### src/rtl/fetch_unit.sv
`default_nettype none
// ============================================================================
// Module   : fetch_unit
// Purpose  : Instruction-fetch stage. Holds the program counter, drives the
//            instruction-memory byte address, captures the combinationally
//            returned word into a registered fetch/decode boundary with a
//            valid/ready handshake, and applies PC redirects with flush and
//            misaligned-target detection.
// Ports    : clk_i / rst_ni          clock, async active-low reset
//            imem_addr_o / imem_data_i  memory address out, word back
//            redirect_valid_i / redirect_pc_i  new-PC request and target
//            inst_valid_o / inst_ready_i  handshake toward decode
//            inst_o / pc_o / pc_four_o  boundary word, its PC, PC + 4
//            misalign_o              high while halted on a misaligned target
//            fetch_cnt_o             completed handshake count
// Revision : 1.0 - initial release
// ============================================================================
module fetch_unit #(
    parameter int          IMEM_W   = 14,
    parameter logic [31:0] RESET_PC = 32'h0000_0000
) (
    input  logic              clk_i,
    input  logic              rst_ni,
    output logic [IMEM_W-1:0] imem_addr_o,
    input  logic [31:0]       imem_data_i,
    input  logic              redirect_valid_i,
    input  logic [31:0]       redirect_pc_i,
    output logic              inst_valid_o,
    input  logic              inst_ready_i,
    output logic [31:0]       inst_o,
    output logic [31:0]       pc_o,
    output logic [31:0]       pc_four_o,
    output logic              misalign_o,
    output logic [31:0]       fetch_cnt_o
);

    localparam logic [1:0] S_WAIT  = 2'd0;
    localparam logic [1:0] S_RUN   = 2'd1;
    localparam logic [1:0] S_FAULT = 2'd2;

    localparam logic [31:0] c_STEP = 32'd4;

    logic [1:0]  r_state;
    logic [31:0] r_pc;
    logic        r_valid;
    logic [31:0] r_inst;
    logic [31:0] r_pc_out;
    logic [31:0] r_pc_four;
    logic        r_misalign;
    logic [31:0] r_cnt;

    logic w_load;
    logic w_xfer;

    // The boundary register can accept a new word when empty or draining.
    assign w_load = (r_state == S_RUN) && (!r_valid || inst_ready_i);
    assign w_xfer = r_valid && inst_ready_i;

    // Low bits forced to zero so a misaligned target held in FAULT never
    // produces an unaligned memory address.
    assign imem_addr_o = {r_pc[IMEM_W-1:2], 2'b00};

    always_ff @(posedge clk_i or negedge rst_ni) begin
        if (!rst_ni) begin
            r_state    <= S_WAIT;
            r_pc       <= RESET_PC;
            r_valid    <= 1'b0;
            r_inst     <= 32'd0;
            r_pc_out   <= 32'd0;
            r_pc_four  <= c_STEP;
            r_misalign <= 1'b0;
            r_cnt      <= 32'd0;
        end else begin
            // A transfer completes even when a redirect flushes the register
            // in the same cycle.
            if (w_xfer) begin
                r_cnt <= r_cnt + 32'd1;
            end

            if (redirect_valid_i) begin
                r_valid <= 1'b0;
                r_pc    <= redirect_pc_i;
                if (redirect_pc_i[1:0] == 2'b00) begin
                    r_state    <= S_RUN;
                    r_misalign <= 1'b0;
                end else begin
                    r_state    <= S_FAULT;
                    r_misalign <= 1'b1;
                end
            end else begin
                case (r_state)
                    S_WAIT: begin
                        r_state <= S_RUN;
                    end
                    S_RUN: begin
                        if (w_load) begin
                            r_inst    <= imem_data_i;
                            r_pc_out  <= r_pc;
                            r_pc_four <= r_pc + c_STEP;
                            r_valid   <= 1'b1;
                            r_pc      <= r_pc + c_STEP;
                        end
                    end
                    S_FAULT: begin
                        r_valid <= 1'b0;
                    end
                    default: begin
                        r_state <= S_WAIT;
                    end
                endcase
            end
        end
    end

    assign inst_valid_o = r_valid;
    assign inst_o       = r_inst;
    assign pc_o         = r_pc_out;
    assign pc_four_o    = r_pc_four;
    assign misalign_o   = r_misalign;
    assign fetch_cnt_o  = r_cnt;

endmodule
`default_nettype wire
### config.mk
export PLATFORM = sky130hd
export DESIGN_NAME = fetch_unit
export DESIGN_NICKNAME = d
export VERILOG_FILES = /design/src/rtl/fetch_unit.sv
export SDC_FILE = /design/constraint.sdc
export NUM_CORES = 1
export LEC_CHECK = 0
export BUFFER_PORTS_ARGS = -buffer_cell sky130_fd_sc_hd__clkbuf_2
export CAP_MARGIN = 20
export CORE_MARGIN = 4
export CORE_UTILIZATION = 56
export CTS_CLUSTER_DIAMETER = 30
export DETAILED_ROUTE_END_ITERATION = 10
export GPL_TIMING_DRIVEN = 1
export PLACE_DENSITY_LB_ADDON = 0.1
export SYNTH_ARGS = -nofsm -noshare
export SYNTH_HDL_FRONTEND = slang
export SYNTH_SLANG_ARGS = --single-unit
### constraint.sdc
create_clock -name clk_i -period 5.75 [get_ports clk_i]
set_input_delay 0.575 -clock clk_i [delete_from_list [all_inputs] [get_ports clk_i]]
set_output_delay 0.575 -clock clk_i [all_outputs]
set_load 0.02 [all_outputs]
# --- Yosys cells after proc, flatten, opt, wreduce, memory -nomap -nowiden ---
# Index checks and enable logic that the tools add are counted.
totals:
  regBits: 164
  input_bits: 68
  output_inout_bits: 144
classes:
  n_addsub: 2
  n_eq_ne: 4
  mux: 10
  bitwise_logic: 1
  reduce_logical: 13
op_table:
  columns: ["cell", "n"]
  rows:
  - ["two-way mux 32 bit", 3]
  - ["adder 32 x 1 -> 32 bit, second input constant", 1]
  - ["adder 32 x 3 -> 32 bit, second input constant", 1]
  - ["logical NOT 2 bit", 2]
  - ["two-way mux 2 bit", 2]
  - ["one-hot mux 2 bit (2 select lines)", 1]
  - ["AND reduction 2 bit", 2]
  - ["nonzero test 2 bit", 2]
  - ["two-way mux 1 bit", 3]
  - ["inequality test 3 bit, second input constant", 1]
  - ["AND reduction 3 bit", 1]
  - ["nonzero test 3 bit", 1]
  - ["equality test 2 x 1 -> 1 bit, second input constant", 1]
  - ["equality test 2 bit, second input constant", 1]
  - ["logical AND 1 bit", 2]
  - ["inequality test 2 x 1 -> 1 bit, second input constant", 1]
  - ["one-hot mux 1 bit (2 select lines)", 1]
  - ["OR reduction 2 bit", 1]
  - ["logical NOT 1 bit", 1]
  - ["logical OR 1 bit", 1]
  - ["NOT 1 bit", 1]

# --- Depth between registers and ports, before layout ---
# Gate-level depths: netlist (run 1).
depth:
  word_depth: 6
  mapped_depth: 9

# --- Worst setup path before layout (run 1) ---
# No wires, ideal clock.
synth_path:
  path_kind: "register to register"
  start: "register r_pc[2]"
  end: "register r_pc[30]"
  arrival_ps: 1819
  required_time_ps: 5619
  setup_slack_ps: 3799
  path_stages_with_launch: 8
  cell_sequence: "dfrtp_1 ha_1 and4_1 clkbuf_1 nand3_1 nor4_1 xnor2_1 o21ai_1"
synth_via:
  elab_chain_len: 4
synth_rtl:
  columns: ["item", "line_no", "rtl"]
  rows:
  - ["start: declaration", "44", "logic [31:0] r_pc;"]
  - ["start signal: assignment", "82", "r_pc <= redirect_pc_i;"]
  - ["start signal: assignment", "101", "r_pc <= r_pc + c_STEP;"]
  - ["adder 32 x 3 -> 32 bit", "101", null]
  - ["two-way mux 32 bit", "96", "if (w_load) begin"]
  - ["two-way mux 32 bit", "91", "case (r_state)"]
  - ["two-way mux 32 bit", "80", "if (redirect_valid_i) begin"]
# No other way between the ends. The select of a mux whose other input is x is not followed.
# A chain may end at the register's enable or synchronous reset.

# --- Final worst setup path (run 1) ---
layout_path:
  start: "register r_state[1]"
  end: "register r_pc_four[7], in the netlist pc_four_o[7]"
layout_via:
  elab_chain_len: 3
layout_rtl:
  columns: ["item", "line_no", "rtl"]
  rows:
  - ["start: declaration", "43", "logic [1:0] r_state;"]
  - ["start signal: assignment", "65", "r_state <= S_WAIT;"]
  - ["start signal: assignment", "84", "r_state <= S_RUN;"]
  - ["start signal: assignment", "87", "r_state <= S_FAULT;"]
  - ["equality test 2 x 1 -> 1 bit (*)", "56, 91", null]
  - ["logical AND 1 bit", "56", "assign w_load = (r_state == S_RUN) && (!r_valid || inst_ready_i);"]
  - ["AND reduction 3 bit (no source line) (*)", null, null]
  - ["end signal: assignment", "70", "r_pc_four <= c_STEP;"]
  - ["end signal: assignment", "99", "r_pc_four <= r_pc + c_STEP;"]
  - ["end: declaration", "48", "logic [31:0] r_pc_four;"]
# Every way passes the cells marked *; elsewhere a longest branch is shown, timed or not.

==> results of run 1 <==
## cell families after synthesis
logic type                 Yosys count  synth area share
and+or+nand+nor                    400             0.242
DFF                                162             0.546
xor gates and xnor gates            86             0.101
buffers and inverters               70            0.0465
AOI/OAI and AO/OA                   69            0.0472
adders and majority gates            5           0.00843
muxes                                5           0.00741
other                                1          0.000505
## final timing paths
path / endpoint / slack [ns] / cells past startpoint
min in group clk_i: inst_o[20] / 0.34 / 3
worst min-delay path: pc_o[14] / 0.27 / 1
max in group asynchronous: r_pc[27] / 4.20 / 2
worst max-delay path: pc_four_o[7] / 2.81 / 7
worst max register to register: pc_four_o[7] / 2.81 / 7
worst min register to register: pc_o[1] / 0.47 / 2
## placed cells by master (no fill, tap or decap), types with 20 or more instances in the layout
cell and instances:
o21ai_0 44, xnor2_1 43, nand3_1 25, clkbuf_2 208
nand2_1 280, o21ai_1 20, nand4_1 21, xor2_1 43
dfrtp_1 161
## sequential cells by signal (all words and copies together), names as in the netlist
name	flops
fetch_cnt_o	32
inst_o	32
inst_valid_o	1
misalign_o	1
pc_four_o	30
pc_o	32
r_pc	32
r_state	2
## per-layer routing
layer / share of wire / global-route usage
met1: 0.45 / 0.334
met2: 0.47 / 0.362
met4: 0.011 / 0.0574
met5: 0.00069 / 0
met3: 0.072 / 0.0700
## power by group
group | internal, mW | switching [mW] | total (mW)
Combinational | 0.353 | 0.734 | 1.09
Clock | 0.741 | 0.434 | 1.17
Sequential | 1.43 | 0.207 | 1.64
## per-stage QoR
step | worst slack [ns] | hold slack [ns] | total power, mW
final | 2.81 | 0.270 | 3.90
after global routing | 2.52 | 0.339 | 4.11
after CTS | 2.77 | 0.294 | 3.94
after detailed placement | 2.64 | 0.458 | 2.75
after global placement | 2.75 | 0.458 | 2.73
after floorplan | 3.80 | 0.279 | 2.32
## layout make-up
class / instances / area [µm²]
Tap cell: 172 / 215
Clock buffer: 24 / 502
Multi-Input combinational cell: 567 / 3040
Sequential cell: 162 / 4060
Clock inverter: 8 / 121
Inverter: 8 / 30.0
Timing Repair Buffer: 213 / 1080
Fill cell: 1048 / 3780
==> results, run 1 <==
- Across the run, the number of max-cap violations was 0.
- The largest net degree at the start of global routing is 105.
- Traced cell by cell, the critical path runs through inv_1, ha_1, and2_1, nand2b_4, buf_4, nand2_1, o21ai_0.
- The maximum buffer depth of the clock tree is 2.
- The depth of the CTS H-tree is 4.
- The required time reported for the critical path endpoint is 6.01 ns.
- Yosys mapped a number of flops with a built-in enable equal to 0.
- Static timing analysis puts the maximum clock frequency at 341 MHz.
- The count of placed standard cells in the final layout, fillers left out is 1154.
- The arrival time reported for the critical path endpoint is 3.20 ns.
- The die outline area is 15200 µm².
- In this run the tightest slew margin relative to its limit is 0.315.
- The repair_antennas step left the layout with diodes totalling 0.
- The die is 123 µm wide.
- For this design the static power due to leakage is 4.65 nW.
- The via count is 5936.
- The run finished with clean final reports.
- Grouping stages by cell kind, the critical path spends the most delay in simple AND/OR/NAND/NOR gates.
- In the post-synthesis netlist, the biggest area contributors are dfrtp_1 54%, nand2_1 14%, xnor2_1 5.1%, xor2_1 5.1%, o21ai_0 3.0%.
- The number of CTS-inserted buffers is 17.
- The number of failing hold endpoints at the final stage is 0.
- The endpoint kind of the worst setup timing path is a flop.
- The smallest clock period supported by the final layout is computed as 2.94 ns.
- The number of cell rows is 41.
- The total setup violations reported at the end of the flow is 0.
- After clock tree synthesis, the clock-pin slew on the worst setup and hold paths is 0.06 ns.
- The count of nets left with antenna violations after detail routing is 0.
- At the end of the flow, the number of nets in the layout was 1042.
- The fraction of layout cells with a size suffix above 1 is 0.264.
- Setup repair after global routing left no endpoint under its margin.
- The per-cell via count in the routed design is 5.14.
- The number of buffers and inverters on the critical path is 2.
- TritonCTS built the clock tree.
- The library cell used as clock root buffer is clkbuf_16.
- For this run, the slowest stage of the critical path takes 0.80 ns.
- The leftover overflow at the end of global routing is 0.
- The part of the Yosys area used for sequential elements is 0.546.
- The last weighted congestion value of the routability-driven placer is 0.809.
- Input and output buffers added on the ports amount to 209.
- Once the clock tree was built, the resizer swapped 0 gates to a different size.
- In the final timing run, aggregate negative setup slack is 0 ns.
- The share of synthesized area in the top cell type comes to 0.543.
- The cell total after placement is 1122.
- The placed wire-length estimate is 12000 µm.
- The largest area contributor in the synthesized netlist is dfrtp_1.
- The area growth from synthesis to layout is 21.9%.
- The area of all placed cells without fillers is 9050 µm².
- In the finished design, the share of the clock period the worst path needs comes to 0.511.
- The instance area at placement is 8430 µm².
- The gate count after technology mapping is 798.
- During synthesis, Yosys emitted a total of 0 warnings.
- The placeable core area is 12800 µm².
- In this run the worst hold path is classified as input pin to asynchronous set/reset pin.
- The most frequent cell after synthesis is nand2_1.
- The die is 123 µm tall.
- In the final routed layout, each cell accounts on average for 15.1 µm.
- The maximum fanout along the worst path is 73.
- In this run the critical register-to-register path is launched from r_state[1].
- Dividing total power by cell area gives a power density of 431 nW/µm².
- In this run the cell area of the synthesized design comes to 7420 µm².
- The clock net sink count is 162.
- The utilization of the core after routing is 0.706.
- The later-pin clock latency in the skew report is 0.42 ns.
- The number of global-route vias before repair is 5552.
- In this run, distinct cell masters in the synthesized netlist total 37.
- The max-slew violation total from the final report is 0.
- The number of hold buffers added after cts is 0.
- For this run, the total global-route usage over all layers was measured as 0.236.
- The slowest stage of the critical path belongs to the cell and2_1.
- At the pin with the least slew margin, the transition time is 1.02 ns.
- Wires add up to 17400 µm.
- The register bit total from synthesis is 162.
- The maximum clock skew at final layout is 0.00751 ns.
- By startpoint and endpoint, the worst setup path is classified as flop to flop.
- The detailed router finished its first iteration with 424 violations.
- The post-CTS repair timing setup buffer count is 0.
- The number of optimization iterations in the first detailed-route pass is 4.
- The commonest cells after synthesis are 280 x nand2_1, 161 x dfrtp_1, 44 x o21ai_0.
- The first-pass GRT wire length is 28100 µm.
- The proportion of synthesized flip-flops having asynchronous set or reset is 1.00.
- A synthesized cell averages 9.30 µm².
- In this run the worst setup path begins at r_state[1].
- The initial core utilization is 0.579.
- The number of antenna violations at the first check in global routing is 1.
- The predominant post-synthesis flop cell is dfrtp_1.
- The remaining routing DRC violations is 0.
- The kind of start point of the critical path is a flop.
- The total I/O pin count is 212.
- IR analysis of the VDD net gives a maximum drop of 0.363 mV.
No activity file was read; power rests on OpenSTA's default activity.
==> run 2: changes to the inputs <==
- ABC_AREA: unset -> 1
- CORE_UTILIZATION: 56 -> 48
- clock period: 5.75 -> 2.5 ns (I/O delays scaled with it)
==> run 2 against run 1 <==
Net effect:
- final cell count up 19%
- routed wire length up 13%
- clock-buffer cell count is 4 higher
- critical path depth stayed put
- clock power is 140% higher
- worst setup slack got worse by 2.1 ns
- first-iteration DRC count is 21% lower
==> results, run 2 <==
- The die boundary height was 134 µm (+8.8%).
- The required time reported for the critical path endpoint is 2.79 ns (-3.22 ns).
- The total negative setup slack is 0 ns (unchanged).
- The sequential share of power is 0.405 (-0.015).
- The leftover overflow at the end of global routing was 0 (unchanged).
- The leakage power is 5.15 nW (+11%).
- The number of violations reported at the end of detailed-routing iteration 0 is 333 (-21%).
- The maximum clock skew at final layout was 0.00471 ns (-0.00280 ns).
- The startpoint of the lowest-slack register-to-register path is r_state[1].
- The synthesized design spends more area on one cell type than any other, namely dfrtp_1.
- The final routed wire length divided by cell count is 14.4 µm (-4.6%).
- In the layout the commonest cells are 403 x nand2_1, 208 x clkbuf_2, 161 x dfrtp_1.
- The depth of the CTS H-tree was 4 (unchanged).
- The most frequent cell after synthesis is nand2_1.
- The share of the synthesized area in the top cell type came to 0.529 (-0.0136).
- The first-pass GRT wire length is 32000 µm (+14%).
- The mean instance size in the synthesized netlist was 8.04 µm² (-14%).
- The die outline area came to 17900 µm² (+18%).
- The fraction of layout cells with a size suffix above 1 is 0.239 (-0.0252).
- The combinational fraction of design power is 0.315 (+0.036).
- Among all flip-flop cells after synthesis, the most frequent one is dfrtp_1.
- The number of failing hold endpoints at the final stage is 0 (unchanged).
- The die boundary width came to 134 µm (+8.8%).
- The reported net switching power is 3.64 mW (+160%).
- The area of all placed cells without fillers is 9420 µm² (+4.1%).
- The endpoint of the worst register-to-register path is r_pc[15].
- The adder-cell share of the synthesized area is 0.00822 (-0.000210).
- TritonCTS built the clock tree.
- Ranked by total cell area, the synthesized netlist is headed by dfrtp_1 53%, nand2_1 20%, nand3_1 4.3%, inv_1 3.8%, nor2_1 2.7%.
- Compared with the post-synthesis result, the final layout area differs by 23.7%.
- The period utilization was 0.701 (+0.190).
- The placeable core area was 15400 µm² (+20%).
- The cell total after placement is 1335 (+19%).
- The hold-critical path endpoint is inst_o[8].
- The number of antenna violations at the first check in global routing is 0 (-1).
- Counting instances in the post-synthesis netlist gives the leading cell types as 403 x nand2_1, 161 x dfrtp_1, 78 x inv_1.
- The via count is 6589 (+11%).
- The minimum clock period came to 1.75 ns (-1.18 ns).
- The number of distinct library cell variants in the gate-level netlist after synthesis was 29 (-22%).
- The count of nets left with antenna violations after detail routing is 0 (unchanged).
- The clock-pin slew reported for the worst setup and hold paths after clock tree synthesis was 0.06 ns (about the same).
- The placed wire-length estimate is 14600 µm (+21%).
- The worst slack at placement is 0.738 ns (-1.90 ns).
- The remaining routing DRC violations is 0 (unchanged).
- The count of placed standard cells in the final layout, fillers left out is 1368 (+19%).
- The highest ir drop seen on vdd is 0.720 mV (+98%).
- The simple logic cell fraction of the synthesized area is 0.309 (+0.0664).
- The area share of xor/xnor cells in the synthesized design came to 0.0322 (-0.0692).
- The post-detailed-routing wire length is 19700 µm (+13%).
- The total setup violations reported at the end of the flow is 0 (unchanged).
- The part of the Yosys area used for sequential elements was 0.533 (-0.0136).
- The net switching fraction of the power is 0.370 (+0.0177).
- The startpoint identified for the worst hold timing path is imem_data_i[8].
- The later-pin clock latency in the skew report is 0.41 ns (about the same).
- The number of cells traversed by the worst hold path is 3.
- The cell depth of the worst flop-to-flop path is 7 (unchanged).
- The main combinational cell family by area after synthesis is simple AND/OR/NAND/NOR gates.
- STA classifies the critical path startpoint as a flop.
- The count of inserted antenna diode cells is 0 (unchanged).
- The fraction of the mapped netlist area in compound gates was 0.0447 (-0.00249).
- The reported max-cap violation count is 0 (unchanged).
- The total I/O pin count came to 212 (unchanged).
- The cell area after technology mapping was 7610 µm² (+2.6%).
- The gate count after technology mapping is 947 (+19%).
- Setup repair after global routing left no endpoint under its margin.
- The setup path with the least slack is of type flop to flop.
- The proportion of synthesized flip-flops having asynchronous set or reset came to 1.00 (unchanged).
- The maximum achievable frequency is 571 MHz (+68%).
- The global routing usage summed across all routing layers came to 0.223 (-0.0132).
- The clock net sink count is 162 (unchanged).
- The maximum buffer depth of the clock tree is 2 (unchanged).
- The flow ran to the end, and the final reports show no timing, DRC or antenna violations.
- The register bit total from synthesis is 162 (unchanged).
- The smallest setup slack after layout was 0.748 ns (-2.07 ns).
- The per-cell via count in the routed design was 4.82 (-6.4%).
- The largest net degree at the start of global routing is 64 (-39%).
- The cell-internal power is 6.19 mW (+150%).
- The clock network fraction of design power came to 0.280 (-0.021).
- The mux share of post-synthesis cell area is 0 (-0.00741).
- The endpoint kind of the worst setup timing path is a flop.
- The initial core utilization is 0.495 (-0.0835).
- The number of flops mapped to enable cells by yosys is 0 (unchanged).
- The number of optimization iterations in the first detailed-route pass was 6 (+2).
- The maximum fanout along the worst path is 18 (-75%).
- The number of cell rows is 45 (+9.8%).
- The number of buffers added on ports came to 209 (unchanged).
- The number of global-route vias before repair was 6451 (+16%).
- The arrival time reported for the critical path endpoint is 2.04 ns (-1.16 ns).
- The number of nets in the final layout is 1217 (+17%).
- The number of CTS-inserted buffers came to 17 (unchanged).
- The max-slew violation total from the final report is 0 (unchanged).
- The worst hold path belongs to the class input pin to flop.
- The last weighted congestion value of the routability-driven placer came to 0.889 (+9.9%).
- The instance area at placement was 8780 µm² (+4.2%).
- The areal power density over the cells is 1040 nW/µm² (+140%).
- The register-to-register setup slack came to 0.75 ns (-2.07 ns).
- Leaving out fill and tap cells, the most frequent cell in the layout is nand2_1.
- In this run the clock root is driven by a clkbuf_16.
- The number of synthesis warnings was 0 (unchanged).
## run 2: changes by cell type in the layout (fill, tap and decap cells not counted), sizes merged, moves of 12 or more
cell,before,now
and3,12,0
inv,9,80
nand2,280,411
nand3,25,66
nand4,22,6
nor2,18,71
xnor2,43,15
xor2,43,13
## run 2: power groups by stage
stage	Sequential, mW	Combinational, mW	Clock, mW
CTS	3.98	3.14	2.81
floorplan	4.82	1.12	0
detailed placement	4.01	3.14	0
finish	3.98	3.09	2.75
global route	4.10	3.40	2.93
global placement	4.01	3.08	0
## run 2: area by class of cell
cell class / instances / area, µm²
Fill cell: 1459 / 5950
Clock inverter: 4 / 95.1
Multi-Input combinational cell: 663 / 3010
Sequential cell: 162 / 4060
Clock buffer: 28 / 537
Tap cell: 211 / 264
Inverter: 81 / 305
Timing Repair Buffer: 219 / 1150
## run 2: worst max path at each step
stage | startpoint | end | cells after the start | slack, ns
6_report | r_state[1] | r_pc[15] | 7 | 0.75
5_1_grt | r_state[1] | r_pc[17] | 7 | 0.54
4_1_cts | r_state[1] | r_pc[15] | 7 | 0.70
3_5_place_dp | r_state[1] | r_pc[15] | 7 | 0.74
3_3_place_gp | r_state[1] | r_pc[17] | 7 | 0.81
2_1_floorplan | fetch_cnt_o[0] | fetch_cnt_o[22] | 7 | 0.99
## run 2: timing repair
item,in CTS,in global routing
endpoints found under the hold margin,40,0
hold buffers,1,0
gates resized for setup,0,0
buffers inserted,0,0
## run 2: cells by family (layout without fill, tap and decap cells)
| family | Yosys count | in the layout |
|---|---|---|
| flops | 162 | 162 |
| fa+ha+maj | 5 | 5 |
| other cells | 1 | 2 |
| buf+inv | 123 | 332 |
| xor+xnor | 28 | 28 |
| compound gates | 65 | 65 |
| simple gates | 563 | 563 |
## run 2: worst max-delay path, stage by stage, from the launching register on
cell and delay, ns:
dfrtp_1 0.38, inv_1 0.10, ha_1 0.20, nand2_2 0.09, nand2_2 0.29, inv_1 0.33
nand2_1 0.15, nand3_1 0.09
## run 2: through the flow
stage,util,hold slack [ns],power (mW)
3_3_place_gp,0.571,0.192,7.09
5_1_grt,0.613,0.0178,10.4
3_5_place_dp,0.571,0.190,7.15
2_1_floorplan,-,-0.0456,5.94
4_1_cts,0.613,0.0138,9.94
6_report,0.613,0.0325,9.83
## run 2: per-layer routing
| layer | routed length (µm) | up-vias | global-route usage |
|---|---|---|---|
| met1 | 8760 | 3074 | 0.297 |
| met5 | 0 | - | 0 |
| met3 | 1120 | 18 | 0.0506 |
| met4 | 335 | 0 | 0.0680 |
| li1 | - | 3315 | - |
| met2 | 9470 | 182 | 0.366 |
